$ cat src/rtl/microseq.sv
// Microprogram sequencer: next control-store address generation
// with dispatch, conditional branch and a micro-subroutine stack.
module microseq #(
    parameter int              AW         = 5,
    parameter int              DEPTH      = 4,
    parameter logic [AW-1:0]   RESET_ADDR = '0
) (
    input  logic                       clock,
    input  logic                       reset,
    input  logic [2:0]                 seqop,
    input  logic [1:0]                 condsel,
    input  logic [AW-1:0]              dbin,
    input  logic [AW-1:0]              ibin,
    input  logic [AW-1:0]              sbin,
    input  logic [3:0]                 cc,
    input  logic                       stall,
    output logic [AW-1:0]              nextst,
    output logic [AW-1:0]              upc,
    output logic [$clog2(DEPTH):0]     depth,
    output logic                       ovf,
    output logic                       udf
);

    localparam int SW = $clog2(DEPTH);

    localparam logic [2:0] OP_NEXT  = 3'b000;
    localparam logic [2:0] OP_JUMP  = 3'b001;
    localparam logic [2:0] OP_DISPI = 3'b010;
    localparam logic [2:0] OP_DISPS = 3'b011;
    localparam logic [2:0] OP_BRT   = 3'b100;
    localparam logic [2:0] OP_CALL  = 3'b101;
    localparam logic [2:0] OP_RET   = 3'b110;
    localparam logic [2:0] OP_HOLD  = 3'b111;

    localparam logic [SW:0] SP_FULL = (SW+1)'(DEPTH);
    localparam logic [SW:0] SP_ONE  = (SW+1)'(1);

    logic [AW-1:0] stack [DEPTH];
    logic [SW:0]   sp;
    logic [AW-1:0] inc;
    logic [SW-1:0] top;
    logic [1:0]    cidx;
    logic          cond;
    logic          full;
    logic          empty;
    logic          push;
    logic          pop;
    logic          oflow;
    logic          uflow;

    assign inc   = upc + AW'(1);
    assign top   = sp[SW-1:0] - SW'(1);
    assign cidx  = 2'd3 - condsel;
    assign cond  = cc[cidx];
    assign full  = (sp == SP_FULL);
    assign empty = (sp == '0);
    assign depth = sp;

    always_comb begin
        nextst = upc;
        push   = 1'b0;
        pop    = 1'b0;
        oflow  = 1'b0;
        uflow  = 1'b0;
        if (reset) begin
            nextst = RESET_ADDR;
        end else if (!stall) begin
            unique case (seqop)
                OP_NEXT:  nextst = inc;
                OP_JUMP:  nextst = dbin;
                OP_DISPI: nextst = ibin;
                OP_DISPS: nextst = sbin;
                OP_BRT:   nextst = cond ? dbin : inc;
                OP_CALL: begin
                    nextst = dbin;
                    oflow  = full;
                    push   = !full;
                end
                OP_RET: begin
                    // An empty-stack return restarts the microprogram.
                    nextst = empty ? RESET_ADDR : stack[top];
                    uflow  = empty;
                    pop    = !empty;
                end
                OP_HOLD:  nextst = upc;
            endcase
        end
    end

    always_ff @(posedge clock) begin
        if (reset) begin
            upc <= RESET_ADDR;
            sp  <= '0;
            ovf <= 1'b0;
            udf <= 1'b0;
        end else begin
            upc <= nextst;
            ovf <= ovf | oflow;
            udf <= udf | uflow;
            if (push)
                sp <= sp + SP_ONE;
            else if (pop)
                sp <= sp - SP_ONE;
        end
    end

    // Stack contents need no reset; occupancy alone defines validity.
    always_ff @(posedge clock) begin
        if (!reset && push)
            stack[sp[SW-1:0]] <= inc;
    end

endmodule

$ cat config.mk
export PLATFORM = sky130hd
export DESIGN_NAME = microseq
export DESIGN_NICKNAME = d
export VERILOG_FILES = /design/src/rtl/microseq.sv
export SDC_FILE = /design/constraint.sdc
export NUM_CORES = 1
export LEC_CHECK = 0
export CORE_MARGIN = 2
export CORE_UTILIZATION = 45
export DETAILED_ROUTE_END_ITERATION = 8
export GPL_ROUTABILITY_DRIVEN = 0
export PLACE_DENSITY = 0.84
export SKIP_LAST_GASP = 1
export SYNTH_ARGS = -nofsm -noshare
export SYNTH_HDL_FRONTEND = slang
export SYNTH_SLANG_ARGS = --single-unit
$ cat constraint.sdc
create_clock -name clock -period 4.55 [get_ports clock]
set_clock_uncertainty 0.2 [all_clocks]
set_input_delay 0.6825 -clock clock [delete_from_list [all_inputs] [get_ports clock]]
set_output_delay 0.6825 -clock clock [all_outputs]
set_load 0.005 [all_outputs]
==> impl_results.md <==
- Met1 GRT Util: 25.58%
- First-pass detailed-route iteration total: 4
- Status: completed
- Clk slew on worst S/H paths: 0.08 ns
- DP Area: 2090 um^2
- Clock Sinks: 30
- Post-synth top area share: 37.12%
- Peak Freq: 252.3 MHz
- Crit path DAT: 3.08 ns
- Commonest non-fill, non-tap cell in the layout: clkdlybuf4s50_1
- CTS tree: done
- Critical Path RT: 3.67 ns
- All-layer global routing usage: 21.21%
- H-tree Lvls: 2
- Die span in x: 63.96 um
- Resized Gates After CTS: 0
- I/O Pins: 42
- Design Area, Final: 2165 um^2
- Syn nets: 171
- Peak supply drop: 0.1766 mV
- Unique masters post-synth: 34
- Pins Over Slew Limit: 0
- MaxCap Viol Count: 0
- Crit start category: input port
- Synth area leaders: edfxtp_1 (37%), dfxtp_1 (12%), mux4_2 (8.4%), a221oi_1 (4.3%), ha_1 (3.9%)
- Avg Cell Area, Syn: 11.72 um^2
- Most frequent cells in the layout: clkdlybuf4s50_1 (41), edfxtp_1 (20), nor2_1 (11)
- Starting density of the core: 47.73%
- Period Utilization, post-route: 87.10%
- Met3 usage: 5.458%
- Final setup vio count: 0
- Crit path kind: in -> out
- Drc violations: 0
- Ant diodes: 0
- Area Growth Syn to Fin: 33.80%
- Seq/Total Area, Yosys: 49.50%
- RSZ-0062 raised after global routing: false
- Least-Margin Pin Slew: 0.6076 ns
- Vias per cell: 5.887
- Flip-flop and latch count after synthesis: 30
- Final antenna-violating net count: 0
- EDFF count, synth: 20
- # hold bufs at CTS: 0
- Worst Setup End Kind: output port
- Vias in the first global route: 1352
- Top_reg_cell synth: edfxtp_1
- CTS Buf Count: 5
- Setup TNS: 0 ns
- Post-CTS Setup Repair Bufs: 0
- Rel. slew slack: 59.36%
- PwrDens: 287.6 nW/um^2
- Global-route wire length before repair: 6479 um
- Synth area leader: edfxtp_1
- Leak Pwr: 0.7641 nW
- DIE HEIGHT: 63.96 um
- Layout net count: 216
- Grt peak-use layer: met2
- CTS root buf: clkbuf_4
- Die area: 4091 um^2
- CP max FO: 13
- Synth Instances: 138
- Vias: 1354
- Clock tree buffer depth: 2
- I/O Buffers: 41
- FFs w/ async S/R, synth: 0%
- Period minus WS final: 3.963 ns
- Final Hold Fails: 0
- Fill cells: 253
- Detailed Place HPWL: 2965 um
- Largest net degree at the start of global routing: 19
- Clk_lat worst skew: 0.33 ns
- Layout cell share with drive strength beyond 1: 11.41%
- Starting DRT DRC Count: 133
- Synth Cell Area: 1618 um^2
- Total gr overflow: 0
- Core area: 3390 um^2
- Initial antenna violation count: 0
- Synth warn: 0
- Met2 usage: 34.38%
- DR WL/cell: 17.20 um
- Row Count: 21
- Type of the most critical hold path: reg -> reg
- Total Power: 622.5 uW
- Final wirelength: 3956 um
registers in the layout (all words and copies together), names as in the netlist:
| signal | flops |
|---|---|
| stack | 20 |
| upc | 5 |
| depth | 3 |
| ovf | 1 |
| udf | 1 |
cell type report:
class                      count  area, um^2  area share, %
sequential                    30       800.8          36.99
multi-input combinational     92       753.2          34.80
timing repair buffer          46       447.9          20.69
tap                           46       57.56          2.659
clock buffer                   6       41.29          1.908
clock inverter                 2       33.78          1.561
inverter                       8       30.03          1.387
power breakdown:
group	switching, mW	internal (mW)	leakage, nW
sequential	0.00737	0.298	0.263
clock	0.0904	0.114	0.0399
combinational	0.0495	0.0624	0.461
path summary, 6_finish.rpt:
check,startpoint,endpoint,slack (ns),cells past startpoint
setup / recovery,seqop[2],nextst[4],0.59,8
hold / removal,ovf,ovf,0.28,2
setup reg to reg,depth[0],depth[2],1.48,10
hold reg to reg,ovf,ovf,0.28,2
metal layers:
metal	vias up	wire (um)
li1	627	-
met5	-	0
met1	648	1484
met3	16	291
met2	63	2044
met4	0	136
stage by stage:
stage / setup slack, ns / cells / hold slack [ns] / utilization (%)
CTS: 0.5893 / 230 / 0.2946 / 63.86
finish: 0.5868 / 230 / 0.2844 / 63.86
floorplan: 1.629 / 138 / 0.2605 / -
global route: 0.4099 / 230 / 0.3230 / 63.86
global placement: 0.6360 / 222 / 0.2556 / 61.65
detailed placement: 0.5856 / 222 / 0.2761 / 61.65
cell families (layout without fill, tap and decap cells):
group / Yosys count / after routing / share of synthesized area (%)
simple gates: 42 / 42 / 13.46
flops: 30 / 30 / 49.50
compound gates: 27 / 27 / 12.99
buf+inv: 16 / 62 / 3.944
mux: 13 / 13 / 12.84
fa+ha+maj: 6 / 6 / 5.104
xor+xnor: 4 / 4 / 2.166
Yosys cell counts, types with 3 or more instances:
cell,number
nand2_1,4
a221oi_1,8
ha_1,5
nor2b_1,3
a211o_1,4
nand3_1,5
mux2i_1,5
clkbuf_1,5
nor2_1,11
a21oi_1,3
edfxtp_1,20
and2_1,4
xnor2_1,3
nor3_1,5
dfxtp_1,10
o21ai_0,5
inv_1,8
mux4_2,6
buf_2,3
worst max-delay path, stage by stage:
cell and delay [ns]:
clkdlybuf4s50_1 0.45, buf_4 0.19, and3b_1 0.23, a21boi_2 0.31, a32oi_1 0.09, or4_1 0.51, nand3_1 0.11, clkdlybuf4s50_1 0.50
No activity file was read; power rests on OpenSTA's default activity.
